## src/rtl/mem_arb_pkg.sv

```systemverilog
// mem_arb_pkg: shared definitions for the memory arbiter.
//   state_e      - arbiter FSM states
//   REQ_I, REQ_D - requester identifiers (instruction fetch / data port)
package mem_arb_pkg;

    typedef enum logic [1:0] {
        IDLE      = 2'd0,
        ISSUE     = 2'd1,
        WAIT_RESP = 2'd2,
        RESP      = 2'd3
    } state_e;

    localparam logic REQ_I = 1'b0;
    localparam logic REQ_D = 1'b1;

endpackage

```

## src/rtl/mem_arb_prio.sv

```systemverilog
// mem_arb_prio: grant selection between the instruction and data requesters.
//   i_valid_i    - instruction requester valid
//   d_valid_i    - data requester valid
//   last_grant_i - requester granted most recently (used only with MEM_ARB_RR_EN)
//   grant_o      - selected requester ID (meaningful when at least one valid is high)
// Build option: MEM_ARB_RR_EN selects round-robin on contention; otherwise data
// always wins over instruction.
module mem_arb_prio
    import mem_arb_pkg::*;
(
    input  logic i_valid_i,
    input  logic d_valid_i,
    input  logic last_grant_i,
    output logic grant_o
);

`ifdef MEM_ARB_RR_EN
    // On contention the requester that did not win last time is chosen.
    always_comb begin
        grant_o = REQ_D;
        if (i_valid_i && d_valid_i) begin
            grant_o = (last_grant_i == REQ_I) ? REQ_D : REQ_I;
        end else if (i_valid_i) begin
            grant_o = REQ_I;
        end
    end
`else
    // Fixed priority has no use for the pointer.
    logic unused_last_grant;
    assign unused_last_grant = last_grant_i;

    always_comb begin
        grant_o = REQ_D;
        if (i_valid_i && !d_valid_i) begin
            grant_o = REQ_I;
        end
    end
`endif

endmodule

```

## src/rtl/mem_arbiter.sv

```systemverilog
// mem_arbiter: arbitrates an instruction-fetch port and a data port onto a
// single memory port, one outstanding transaction at a time.
//   clk, reset           - clock and synchronous active-high reset
//   i_req_* / i_resp_*   - instruction fetch request (read only) and response
//   d_req_* / d_resp_*   - data request (read or write) and read response
//   mem_req_* / mem_resp_* - memory-side request and read response
//   stall                - high while a transaction is pending or in flight
// Build option: MEM_ARB_RR_EN enables round-robin grants on contention
// (default: data has fixed priority over instruction).
module mem_arbiter
    import mem_arb_pkg::*;
#(
    parameter int ADDR_W = 32,
    parameter int DATA_W = 32
) (
    input  logic                clk,
    input  logic                reset,

    input  logic                i_req_valid,
    output logic                i_req_ready,
    input  logic [ADDR_W-1:0]   i_req_addr,
    output logic                i_resp_valid,
    output logic [DATA_W-1:0]   i_resp_data,

    input  logic                d_req_valid,
    output logic                d_req_ready,
    input  logic                d_req_rw,
    input  logic [ADDR_W-1:0]   d_req_addr,
    input  logic [DATA_W-1:0]   d_req_wdata,
    input  logic [DATA_W/8-1:0] d_req_wmask,
    output logic                d_resp_valid,
    output logic [DATA_W-1:0]   d_resp_data,

    output logic                mem_req_valid,
    input  logic                mem_req_ready,
    output logic                mem_req_rw,
    output logic [ADDR_W-1:0]   mem_req_addr,
    output logic [DATA_W-1:0]   mem_req_wdata,
    output logic [DATA_W/8-1:0] mem_req_wmask,
    input  logic                mem_resp_valid,
    input  logic [DATA_W-1:0]   mem_resp_data,

    output logic                stall
);

    state_e                state_q;
    logic                  id_q;
    logic                  rw_q;
    logic [ADDR_W-1:0]     addr_q;
    logic [DATA_W-1:0]     wdata_q;
    logic [DATA_W/8-1:0]   wmask_q;
    logic [DATA_W-1:0]     i_rdata_q;
    logic [DATA_W-1:0]     d_rdata_q;

    logic grant_id;
    logic last_grant;
    logic idle;
    logic accept;

`ifdef MEM_ARB_RR_EN
    logic last_q;

    // Pointer starts at "instruction" so the first contended grant goes to data.
    always_ff @(posedge clk) begin
        if (reset) begin
            last_q <= REQ_I;
        end else if (accept) begin
            last_q <= grant_id;
        end
    end
    assign last_grant = last_q;
`else
    assign last_grant = REQ_I;
`endif

    mem_arb_prio u_prio (
        .i_valid_i    (i_req_valid),
        .d_valid_i    (d_req_valid),
        .last_grant_i (last_grant),
        .grant_o      (grant_id)
    );

    // Outputs are forced low during reset, independent of register contents.
    assign idle        = !reset && (state_q == IDLE);
    assign i_req_ready = idle && i_req_valid && (grant_id == REQ_I);
    assign d_req_ready = idle && d_req_valid && (grant_id == REQ_D);
    assign accept      = i_req_ready || d_req_ready;

    always_ff @(posedge clk) begin
        if (reset) begin
            state_q   <= IDLE;
            id_q      <= REQ_I;
            rw_q      <= 1'b0;
            addr_q    <= '0;
            wdata_q   <= '0;
            wmask_q   <= '0;
            i_rdata_q <= '0;
            d_rdata_q <= '0;
        end else begin
            case (state_q)
                IDLE: begin
                    if (accept) begin
                        id_q    <= grant_id;
                        state_q <= ISSUE;
                        if (grant_id == REQ_D) begin
                            rw_q    <= d_req_rw;
                            addr_q  <= d_req_addr;
                            wdata_q <= d_req_wdata;
                            wmask_q <= d_req_wmask;
                        end else begin
                            // Instruction fetches are always reads with no write payload.
                            rw_q    <= 1'b0;
                            addr_q  <= i_req_addr;
                            wdata_q <= '0;
                            wmask_q <= '0;
                        end
                    end
                end
                ISSUE: begin
                    if (mem_req_ready) begin
                        state_q <= rw_q ? IDLE : WAIT_RESP;
                    end
                end
                WAIT_RESP: begin
                    // Each requester keeps its own data register so that one
                    // port's read never disturbs the other's held output.
                    if (mem_resp_valid) begin
                        if (id_q == REQ_I) begin
                            i_rdata_q <= mem_resp_data;
                        end else begin
                            d_rdata_q <= mem_resp_data;
                        end
                        state_q <= RESP;
                    end
                end
                RESP: begin
                    state_q <= IDLE;
                end
                default: begin
                    state_q <= IDLE;
                end
            endcase
        end
    end

    assign mem_req_valid = !reset && (state_q == ISSUE);
    assign mem_req_rw    = rw_q;
    assign mem_req_addr  = addr_q;
    assign mem_req_wdata = wdata_q;
    assign mem_req_wmask = wmask_q;

    assign i_resp_valid  = !reset && (state_q == RESP) && (id_q == REQ_I);
    assign d_resp_valid  = !reset && (state_q == RESP) && (id_q == REQ_D);
    assign i_resp_data   = i_rdata_q;
    assign d_resp_data   = d_rdata_q;

    assign stall = !reset && ((state_q != IDLE) || i_req_valid || d_req_valid);

endmodule

```

## config.mk

```make
export PLATFORM = sky130hd
export DESIGN_NAME = mem_arbiter
export DESIGN_NICKNAME = d
export VERILOG_FILES = /design/src/rtl/mem_arb_pkg.sv /design/src/rtl/mem_arb_prio.sv /design/src/rtl/mem_arbiter.sv
export SDC_FILE = /design/constraint.sdc
export NUM_CORES = 1
export LEC_CHECK = 0
export BUFFER_PORTS_ARGS = -buffer_cell sky130_fd_sc_hd__buf_2
export CAP_MARGIN = 40
export CELL_PAD_IN_SITES_DETAIL_PLACEMENT = 1
export CELL_PAD_IN_SITES_GLOBAL_PLACEMENT = 2
export CORE_ASPECT_RATIO = 1.5
export CORE_MARGIN = 3
export CORE_UTILIZATION = 22
export CTS_BUF_LIST = sky130_fd_sc_hd__clkbuf_16
export DETAILED_ROUTE_END_ITERATION = 6
export PLACE_DENSITY = 0.73
export SLEW_MARGIN = 40
export SYNTH_ARGS = -nofsm -noshare
export SYNTH_HDL_FRONTEND = slang
export SYNTH_SLANG_ARGS = --single-unit
```

## constraint.sdc

```tcl
create_clock -name clk -period 1.4 [get_ports clk]
set_clock_uncertainty 0.1 [all_clocks]
set_input_delay 0.28 -clock clk [delete_from_list [all_inputs] [get_ports clk]]
set_output_delay 0.28 -clock clk [all_outputs]
set_load 0.01 [all_outputs]
```

## Yosys cells after proc, flatten, opt, wreduce, memory -nomap -nowiden

Cells that the tools add are included.

- Add/subtract/negate cells: 0
- Multipliers: 0
- Div/mod/pow operators: 0
- Order comparisons: 0
- Equal/unequal tests: 6
- Shift-type cells: 0
- Muxes and demuxes: 10
- Bitwise operators: 1
- Reduce and logical (&&, ||, !) cells: 22

Operators with widths:

| kind | number |
|---|---|
| 32-bit two-way mux | 2 |
| 1-bit logical AND | 11 |
| 3-bit AND reduction | 3 |
| 2-bit two-way mux | 4 |
| 2-bit one-hot mux with 4 select lines | 1 |
| 2-bit != test, second input constant | 3 |
| 2-bit equality test, second input constant | 2 |
| 4-bit two-way mux | 1 |
| 1-bit logical OR | 3 |
| 2-bit by 1-bit equality test with 1-bit output, second input constant | 1 |
| 1-bit zero test | 2 |
| 2-bit zero test | 1 |
| 1-bit two-way mux | 2 |
| 2-bit AND reduction | 1 |
| 2-bit nonzero test | 1 |
| 1-bit NOT | 1 |

- Bits in registers: 136
- Bits in latches: 0
- RAM bits: 0
- Memory bits (read-only): 0
- Logic and storage cells: 47
- Memories kept: 0

## Depth between registers and ports, before layout

Gate-level depths: netlist of the first run.

- Depth after elaboration: 7
- Mapped depth: 6

## Cells and area by module

Synthesis of the first run repeated with hierarchy kept, for this count alone.

- Cell total of the unflattened synthesis: 542
- Area, all modules: 5,211.2 um2

Modules (own cells, without submodules):

| module | instances | cells each | area an instance (um2) | seq. area each (um2) |
|---|---|---|---|---|
| mem_arbiter | 1 | 541 | 5,205.0 | 2,722.6 |
| mem_arb_prio | 1 | 1 | 6.3 | 0.0 |

## Worst setup path before layout of the first run

No wires, ideal clock.

- Path type: flip-flop to flip-flop
- From: register state_q[0]
- To: register addr_q[10], in the netlist mem_req_addr[10]
- Setup time: 0.134 ns
- Arrival: 1.204 ns
- Path slack: -0.038 ns
- Cell stages (with the launch flop): 6
- Buffers on the path: 2
- Clock period less this slack: 1.438 ns
- Cells stage by stage: dfxtp_1 buf_2 or3_4 nor2_4 buf_6 a211oi_1

- Longest elaborated chain between the ends: 6

Ends and longest elaborated chain:

| what | RTL line | RTL |
|---|---|---|
| from (decl) | mem_arbiter.sv:46 | `state_e state_q;` |
| from (signal assigned) | mem_arbiter.sv:121 | `state_q <= rw_q ? IDLE : WAIT_RESP;` |
| 2-bit zero test * | mem_arbiter.sv:84, mem_arbiter.sv:100 |  |
| 1-bit logical AND | mem_arbiter.sv:84 | `assign idle = !reset && (state_q == IDLE);` |
| 1-bit logical AND (on tied branches) (2 in a row) | mem_arbiter.sv:85, mem_arbiter.sv:86 |  |
| 1-bit logical OR | mem_arbiter.sv:87 | `assign accept = i_req_ready \|\| d_req_ready;` |
| 2-bit AND reduction (no source line) * | - |  |
| to (signal assigned) | mem_arbiter.sv:107 | `addr_q <= d_req_addr;` |
| to (signal assigned) | mem_arbiter.sv:113 | `addr_q <= i_req_addr;` |
| to (decl) | mem_arbiter.sv:49 | `logic [ADDR_W-1:0] addr_q;` |

Mark *: on every way between the ends. The rest lies on a longest branch, timed or not.
A chain may end at the register's enable or synchronous reset.

==> results of run 1 <==
[flip-flops by register name, summed over array words and instances (netlist names), named ones only]
name,cells
d_resp_data,32
i_resp_data,32
mem_req_addr,32
mem_req_wdata,32
mem_req_wmask,4
id_q,1
mem_req_rw,1
state_q,1
[cell usage in the layout, fill, tap and decap left out, types with 2 or more instances in the layout]
master / n
buf_2: 272
dfxtp_1: 133
nand2_1: 74
dlygate4sd3_1: 69
a21oi_2: 57
nand2_4: 46
a21oi_1: 43
a22o_1: 37
mux2i_1: 32
a211oi_1: 32
buf_4: 27
clkbuf_16: 20
buf_12: 14
nand2_2: 11
buf_6: 6
clkinv_2: 5
nor2_4: 3
bufinv_16: 3
clkinv_4: 3
buf_16: 3
nor2_1: 2
dfxtp_2: 2
clkinv_1: 2
[kinds of logic (layout without fill, tap and decap cells)]
logic type	count (synthesis)	count (layout)	share of synthesized area
compound gates	172	172	0.2154
buf+inv	50	427	0.06303
flops	136	136	0.5337
mux	32	32	0.06279
other cells	0	1	0
simple gates	151	151	0.1251
[cell type report]
type	instances	area (um2)	area share
Timing Repair Buffer	395	2793	0.3053
Sequential cell	136	2729	0.2984
Multi-Input combinational cell	355	2690	0.2941
Clock buffer	17	425.4	0.04651
Tap cell	276	345.3	0.03776
Clock inverter	14	157.7	0.01724
Inverter	1	3.754	0.0004104
Antenna cell	1	2.502	0.0002736
[what timing repair did]
item	CTS	global route
setup endpoints to repair	139	140
endpoints found under the hold margin	101	0
pin swaps	4	79
hold buffers	69	0
resized for setup	16	180
cloned	5	4
buffers inserted	10	3
[stage by stage]
| stage | total power [uW] | TNS [ns] | utilization | setup slack (ns) | instance area (um2) |
|---|---|---|---|---|---|
| 2_1_floorplan | 4911 | 0 | - | 0.007074 | 5107 |
| 3_5_place_dp | 5540 | -6.013 | 0.3052 | -0.1177 | 6882 |
| 5_1_grt | 10960 | -28.21 | 0.4056 | -0.4411 | 9146 |
| 6_report | 10460 | -19.83 | 0.4056 | -0.3435 | 9146 |
| 3_3_place_gp | 5523 | -2.950 | 0.3052 | -0.05719 | 6882 |
| 4_1_cts | 10480 | -13.12 | 0.3729 | -0.3996 | 8408 |
[power groups by stage]
| stage | clock network [uW] | registers [uW] | logic [uW] |
|---|---|---|---|
| global route | 4910 | 4200 | 1850 |
| finish | 4580 | 4180 | 1700 |
| CTS | 4710 | 4180 | 1580 |
| global placement | 0 | 4250 | 1270 |
| detailed placement | 0 | 4260 | 1280 |
| floorplan | 0 | 4340 | 573 |
[metal layers]
metal,up-vias,global-route usage,wire length [um]
met5,-,0,0
met4,0,0.06532,510
met3,35,0.05068,1390
met2,203,0.2713,10610
met1,2565,0.1836,8457
li1,2622,-,-
[worst max path at each step]
stage	startpoint	end	slack [ns]	depth (start not counted)
finish	register	i_req_ready	-0.34	3
global route	register	i_resp_valid	-0.44	4
CTS	state_q[0]$_SDFFE_PP0P_	i_req_ready	-0.40	3
detailed placement	d_req_valid	mem_req_addr[11]$_SDFFE_PP0P_	-0.12	5
global placement	i_req_valid	mem_req_wdata[13]$_SDFFE_PP0P_	-0.06	5
floorplan	state_q[0]$_SDFFE_PP0P_	mem_req_addr[10]$_SDFFE_PP0P_	0.007	5
[worst reg2reg max path, cell delays in order, from the launching register on]
cell and delay [ns]:
dfxtp_2 0.34, or3_4 0.40, buf_4 0.15, nor2_4 0.11, buf_6 0.13, bufbuf_16 0.26, a211oi_1 0.06
==> flow_metrics.tcl, run 1 <==
set metrics [dict create \
    timing.final.ws_setup_ns -0.3435 \
    fill_cells 2595 \
    yosysTopAreaCell "dfxtp_1" \
    crit_slowest_cell "or3_4" \
    combinationalPowerShare 0.163 \
    r2r_end "mem_req_addr[1]$_SDFFE_PP0P_" \
    clk_pin_slew_ns 0.05 \
    synth_nets 680 \
    fin_nets 1045 \
    layout_min_cycle_time_ns 1.743 \
    yosys-top-cells-area "dfxtp_1 53%, a21oi_1 9.8%, nand2_1 9.6%" \
    dp_cells 1074 \
    async_flop_share 0 \
    synth_ff_type "dfxtp_1" \
    path_max_fanout 4 \
    pwr-share-seq 0.400 \
    whs_ns 0.06441 \
    std_cell_rows 67 \
    wl_per_cell_um 17.55 \
    cts_tree "done" \
    netlist_instances 541 \
    io_pins 278 \
    ys_warn_count 0 \
    cp.arrival_ns 1.36 \
    hpwl_um 13010 \
    fp.dieArea_um2 25090 \
    cts_sinks 136 \
    power_density_nw_per_um2 1144 \
    cts_buffer_depth 2 \
    grt_max_degree 66 \
    grt_pass1_vias 5650 \
    drv_cap 0 \
    relSlewSlack 0.6880 \
    drcViolationCount 0 \
    synth.distinct_cells 29 \
    status "finished, violations left" \
    initial_core_util 0.2262 \
    yosysSeqAreaShare 0.5337 \
    die_x_um 130.3 \
    vias 5425 \
    synth_edf_count 0 \
    grt_usage 0.1595 \
    switching_power_uw 2755 \
    h-tree-depth 4 \
    drive_gt1_frac 0.5294 \
    hold_start "mem_resp_valid" \
    holdPathStages 3 \
    syn_area_um2 5101 \
    finalCritPeriodShare 1.245 \
    report.final.slew_viol_count 0 \
    yosys.area.top_type_share 0.5337 \
    clock_latency_ns 0.42 \
    worst-path-buf-inv 1 \
    grt_pass1_wl_um 30820 \
    final_hold_viol_count 0 \
    fmax_mhz 573.6 \
    place.gp.congestion 0.7390 \
    drtIter0Drc 212 \
    violations "setup timing" \
    reg2regPathDepth 6 \
    syn_avg_cell_area_um2 9.429 \
    crit_path_start_kind "register" \
    layoutNonFillerInstCount 1195 \
    drtAntennaViolNets 0 \
    crit_path_cell_trace "or3_4 -> nor2_4 -> buf_6" \
    firstDrtPassIters 4 \
    die_h_um 192.5 \
    critPathKind "register to output port" \
    p_leak_uw 0.004401 \
    whs_endpoint "state_q[0]$_SDFFE_PP0P_" \
    grt-ovfl-total 0 \
    reg2reg_setup_slack_ns -0.27 \
    clkPwrFrac 0.437 \
    ir_drop_uv 875.3 \
    path_delay_family "simple AND/OR/NAND/NOR gates" \
    numPortBuffers 277 \
    setup_viol 133 \
    synth.most_common_cell "dfxtp_1" \
    viasPerCell 4.540 \
    area_delta_synth_final_pct 79.30 \
    cts_root_buffer "clkbuf_16" \
    cp.required_ns 1.02 \
    hp-class "input pin to register" \
    antenna_found_initial 1 \
    switching_share 0.2634 \
    rsz0062_at_grt "yes" \
    netlist_top_cells_count "136 x dfxtp_1, 131 x nand2_1, 100 x a21oi_1" \
    synth-seq-cells 136 \
    cp-end-kind "output port" \
    core_region_area_um2 22550 \
    tightest_slew_ns 0.4680 \
    max_stage_delay_ns 0.39 \
    p_int_uw 7706 \
    wl_um 20970 \
    cts_made_buffers 17 \
]
(Power assumes the default switching activity.)
==> run 2: changes to the inputs <==
--- a/config.mk
+++ b/config.mk
@@ -12,7 +12,6 @@
 export CORE_ASPECT_RATIO = 1.5
 export CORE_MARGIN = 3
 export CORE_UTILIZATION = 22
-export CTS_BUF_LIST = sky130_fd_sc_hd__clkbuf_16
 export DETAILED_ROUTE_END_ITERATION = 6
 export PLACE_DENSITY = 0.73
 export SLEW_MARGIN = 40
==> flow_metrics.tcl, run 2 (synthesized netlist as in run 1, its figures left out) <==
set metrics [dict create \
    initial_core_util 0.2262 \
    crit_path_start_kind "register" \
    cp-end-kind "output port" \
    combinationalPowerShare 0.161 \
    p_leak_uw 0.004405 \
    crit_path_cell_trace "or3_4 -> nor2_4 -> buf_6" \
    hold_start "mem_resp_valid" \
    preCtsSetupSlack_ns -0.1177 \
    cp.required_ns 1.02 \
    final_hold_viol_count 0 \
    pwr-share-seq 0.395 \
    clock_latency_ns 0.43 \
    core_region_area_um2 22550 \
    p_int_uw 7814 \
    path_delay_family "simple AND/OR/NAND/NOR gates" \
    worst-path-buf-inv 1 \
    rsz0062_at_grt "yes" \
    drv_cap 0 \
    hp-class "input pin to register" \
    wl_per_cell_um 17.70 \
    die_h_um 192.5 \
    switching_power_uw 2769 \
    max_stage_delay_ns 0.40 \
    drtAntennaViolNets 0 \
    violations "setup timing" \
    h-tree-depth 4 \
    timing.final.ws_setup_ns -0.3503 \
    critPathKind "register to output port" \
    power_density_nw_per_um2 1155 \
    holdPathStages 3 \
    switching_share 0.2617 \
    cts_buffer_depth 2 \
    whs_endpoint "state_q[0]$_SDFFE_PP0P_" \
    cts_sinks 136 \
    die_x_um 130.3 \
    relSlewSlack 0.6835 \
    layoutNonFillerInstCount 1195 \
    antenna_found_initial 1 \
    std_cell_rows 67 \
    numPortBuffers 277 \
    final_common_cell "buf_2" \
    drive_gt1_frac 0.5327 \
    grt_pass1_wl_um 30860 \
    dp_cells 1074 \
    cts_root_buffer "clkbuf_16" \
    reg2reg_setup_slack_ns -0.28 \
    firstDrtPassIters 4 \
    layout_min_cycle_time_ns 1.750 \
    grt_usage 0.1597 \
    final_cell_mix "272 x buf_2, 133 x dfxtp_1, 74 x nand2_1, 69 x dlygate4sd3_1, 58 x a21oi_2" \
    viasPerCell 4.541 \
    power.total_uw 10580 \
    grt_pass1_vias 5714 \
    clkPwrFrac 0.444 \
    cp.arrival_ns 1.37 \
    cts_made_buffers 17 \
    ir_drop_uv 899.1 \
    drcViolationCount 0 \
    reg2regPathDepth 6 \
    setup_viol 133 \
    clk_pin_slew_ns 0.06 \
    r2r_end "mem_req_addr[16]$_SDFFE_PP0P_" \
    tightest_slew_ns 0.4748 \
    status "finished, violations left" \
    setup_tns_ns -20.38 \
    crit_slowest_cell "or3_4" \
    fin_nets 1045 \
    path_max_fanout 4 \
    io_pins 278 \
    cts_tree "done" \
    fmax_mhz 571.3 \
    area_delta_synth_final_pct 79.67 \
    grt-ovfl-total 0 \
    hpwl_um 13010 \
    grt_max_degree 66 \
    wl_um 21150 \
    fill_cells 2592 \
    report.final.slew_viol_count 0 \
    place.gp.congestion 0.7390 \
    fp.dieArea_um2 25090 \
    drtIter0Drc 176 \
    vias 5427 \
    finalCritPeriodShare 1.250 \
]
-- run 2: power groups by stage --
stage	registers, uW	clock network (uW)	logic [uW]
3_5_place_dp	4260	0	1280
4_1_cts	4180	4840	1580
2_1_floorplan	4340	0	573
6_report	4180	4700	1700
3_3_place_gp	4250	0	1270
5_1_grt	4200	5020	1850
-- run 2: timing repair --
| action | in CTS | in global routing |
|---|---|---|
| endpoints found under the setup margin | 139 | 140 |
| gates cloned | 5 | 4 |
| setup buffers | 10 | 3 |
| hold buffers | 69 | 0 |
| pin swaps | 4 | 82 |
| hold endpoints to repair | 101 | 0 |
| gates resized for setup | 16 | 180 |
-- run 2: layout make-up --
class | count | area, um2 | area share
repair buffers | 395 | 2793 | 0.3047
clock buffers | 19 | 452.9 | 0.04942
inverters | 1 | 3.754 | 0.0004096
multi-input cells | 355 | 2689 | 0.2934
flip-flops and latches | 136 | 2729 | 0.2977
diodes | 1 | 2.502 | 0.0002730
clock inverters | 12 | 150.1 | 0.01638
well taps | 276 | 345.3 | 0.03768
-- run 2: worst max path at each step --
stage | to | slack [ns] | cells past startpoint | start
2_1_floorplan | mem_req_addr[10]$_SDFFE_PP0P_ | 0.007 | 5 | state_q[0]$_SDFFE_PP0P_
3_3_place_gp | mem_req_wdata[13]$_SDFFE_PP0P_ | -0.06 | 5 | i_req_valid
3_5_place_dp | mem_req_addr[11]$_SDFFE_PP0P_ | -0.12 | 5 | d_req_valid
4_1_cts | i_req_ready | -0.40 | 3 | state_q[0]$_SDFFE_PP0P_
5_1_grt | i_resp_valid | -0.44 | 4 | register
6_report | i_req_ready | -0.35 | 3 | register
-- run 2: worst reg2reg max path, cell delays in order (launching register included) --
cell       delay (ns)
dfxtp_2          0.34
or3_4            0.40
buf_4            0.15
nor2_4           0.12
buf_6            0.13
bufbuf_16        0.26
a211oi_1         0.06
-- run 2: per-stage QoR --
step	cell area [um2]	util	hold WS (ns)
floorplan	5107	-	0.3126
global placement	6882	0.3052	0.3394
detailed placement	6882	0.3052	0.3444
CTS	8428	0.3737	0.03415
global route	9165	0.4064	0.05317
finish	9165	0.4064	0.05724
-- run 2: routing by layer --
| metal | up-vias | global-route usage | share of wire |
|---|---|---|---|
| li1 | 2622 | - | - |
| met1 | 2570 | 0.1802 | 0.40 |
| met2 | 206 | 0.2759 | 0.51 |
| met3 | 29 | 0.05096 | 0.067 |
| met4 | 0 | 0.06492 | 0.024 |
| met5 | - | 0 | 0 |
==> run 3: changes to the inputs <==
--- a/config.mk
+++ b/config.mk
@@ -11,9 +11,9 @@
 export CELL_PAD_IN_SITES_GLOBAL_PLACEMENT = 2
 export CORE_ASPECT_RATIO = 1.5
 export CORE_MARGIN = 3
-export CORE_UTILIZATION = 22
+export CORE_UTILIZATION = 26
 export DETAILED_ROUTE_END_ITERATION = 6
-export PLACE_DENSITY = 0.73
+export PLACE_DENSITY = 0.82
 export SLEW_MARGIN = 40
 export SYNTH_ARGS = -nofsm -noshare
 export SYNTH_HDL_FRONTEND = slang
==> constraint.sdc (replaced) <==
create_clock -name clk -period 2.1 [get_ports clk]
set_clock_uncertainty 0.1 [all_clocks]
set_input_delay 0.42 -clock clk [delete_from_list [all_inputs] [get_ports clk]]
set_output_delay 0.42 -clock clk [all_outputs]
set_load 0.01 [all_outputs]
==> flow_metrics.tcl, run 3 (synthesized netlist as in run 1, its figures left out) <==
set metrics [dict create \
    status "completed" \
    io_pins 278 \
    h-tree-depth 4 \
    layout_min_cycle_time_ns 1.992 \
    holdPathStages 2 \
    grt-ovfl-total 0 \
    area_delta_synth_final_pct 42.70 \
    final_cell_mix "276 x buf_2, 134 x dfxtp_1, 131 x nand2_1, 100 x a21oi_1, 37 x a22o_1" \
    drcViolationCount 0 \
    r2r_end "mem_req_wmask[3]$_SDFFE_PP0P_" \
    clk_pin_slew_ns 0.06 \
    grt_pass1_wl_um 27950 \
    drtAntennaViolNets 0 \
    rsz0062_at_grt "no" \
    hp-class "input pin to register" \
    power_density_nw_per_um2 929.0 \
    grt_max_degree 48 \
    cts_buffer_depth 2 \
    critPathKind "register to output port" \
    fin_nets 940 \
    fp.dieArea_um2 21370 \
    cp.arrival_ns 1.47 \
    cp-end-kind "output port" \
    whs_ns 0.1210 \
    final_common_cell "buf_2" \
    relSlewSlack 0.6224 \
    place.gp.congestion 0.8070 \
    setup_viol 0 \
    firstDrtPassIters 4 \
    crit_slowest_cell "or3_4" \
    cts_tree "done" \
    std_cell_rows 62 \
    die_x_um 120.4 \
    drtIter0Drc 195 \
    cts_setup_buffers 0 \
    clock_latency_ns 0.41 \
    vias 4909 \
    drive_gt1_frac 0.4042 \
    reg2reg_setup_slack_ns 0.49 \
    whs_endpoint "mem_req_wdata[5]$_SDFFE_PP0P_" \
    cts_root_buffer "clkbuf_16" \
    grt_pass1_vias 5074 \
    ir_drop_uv 435.1 \
    crit_path_cell_trace "or3_4 -> nor2_1 -> buf_2" \
    p_leak_uw 0.003420 \
    hpwl_um 13160 \
    worst-path-buf-inv 1 \
    grt_usage 0.1687 \
    cp.required_ns 1.58 \
    setup_tns_ns 0 \
    antenna_found_initial 1 \
    crit_path_start_kind "register" \
    numPortBuffers 277 \
    drv_cap 0 \
    reg2regPathDepth 4 \
    report.final.slew_viol_count 0 \
    cts_made_buffers 17 \
    cts_sinks 136 \
    max_stage_delay_ns 0.43 \
    fmax_mhz 502.1 \
    finalCritPeriodShare 0.9484 \
    hold_start "d_req_wdata[5]" \
    path_max_fanout 13 \
    path_delay_family "simple AND/OR/NAND/NOR gates" \
    final_hold_viol_count 0 \
    tightest_slew_ns 0.5651 \
    wl_um 17920 \
    viasPerCell 4.584 \
    initial_core_util 0.2652 \
    fin_util 0.3784 \
    die_h_um 177.6 \
    core_region_area_um2 19240 \
    wl_per_cell_um 16.73 \
]
==> run 3: where the power goes <==
group	internal, uW	switching (uW)
Clock	2050	1130
Combinational	357	427
Sequential	2710	79.6
Total	5120	1640
==> run 3: how the worst max path moves through the flow <==
stage,from,endpoint,slack [ns],cells after the start
6_report,register,i_req_ready,0.11,3
5_1_grt,register,i_req_ready,0.02,3
4_1_cts,state_q[0]$_SDFFE_PP0P_,i_resp_valid,0.03,3
3_5_place_dp,i_req_valid,mem_req_wmask[3]$_SDFFE_PP0P_,0.23,5
3_3_place_gp,i_req_valid,mem_req_wdata[22]$_SDFFE_PP0P_,0.08,4
2_1_floorplan,reset,stall,0.52,3
==> run 3: final cells by class <==
type / count / area (um2)
Antenna cell: 1 / 2.502
Clock buffer: 21 / 460.4
Clock inverter: 11 / 170.2
Fill cell: 2372 / 11960
Inverter: 1 / 3.754
Multi-Input combinational cell: 355 / 2066
Sequential cell: 136 / 2725
Tap cell: 256 / 320.3
Timing Repair Buffer: 290 / 1531
==> run 3: worst register-to-register path: cells and delay by family (launching register included) <==
kind	cells	cell delay, ns
buffers and inverters	1	0.22
AOI/OAI and AO/OA	2	0.64
and+or+nand+nor	1	0.13
DFF	1	0.48
==> run 3: metal layers <==
layer,track usage,share of wire,up-vias
met5,0,0,-
met1,0.1885,0.40,2304
met4,0.06474,0.020,0
li1,-,-,2412
met2,0.3035,0.52,172
met3,0.04496,0.057,21
==> run 3: stage by stage <==
step	cells	total power [uW]	instance area (um2)	setup WS, ns
after floorplan	541	3272	5101	0.5219
after global placement	1037	3620	6616	0.08320
after detailed placement	1038	3647	6644	0.2339
after CTS	1070	6884	7276	0.03203
after global routing	1071	7092	7279	0.02329
final	1071	6763	7279	0.1084
==> run 3: timing repair <==
item,CTS,global route
gates resized for setup,1,1
hold buffers,0,0
endpoints found under the setup margin,2,4
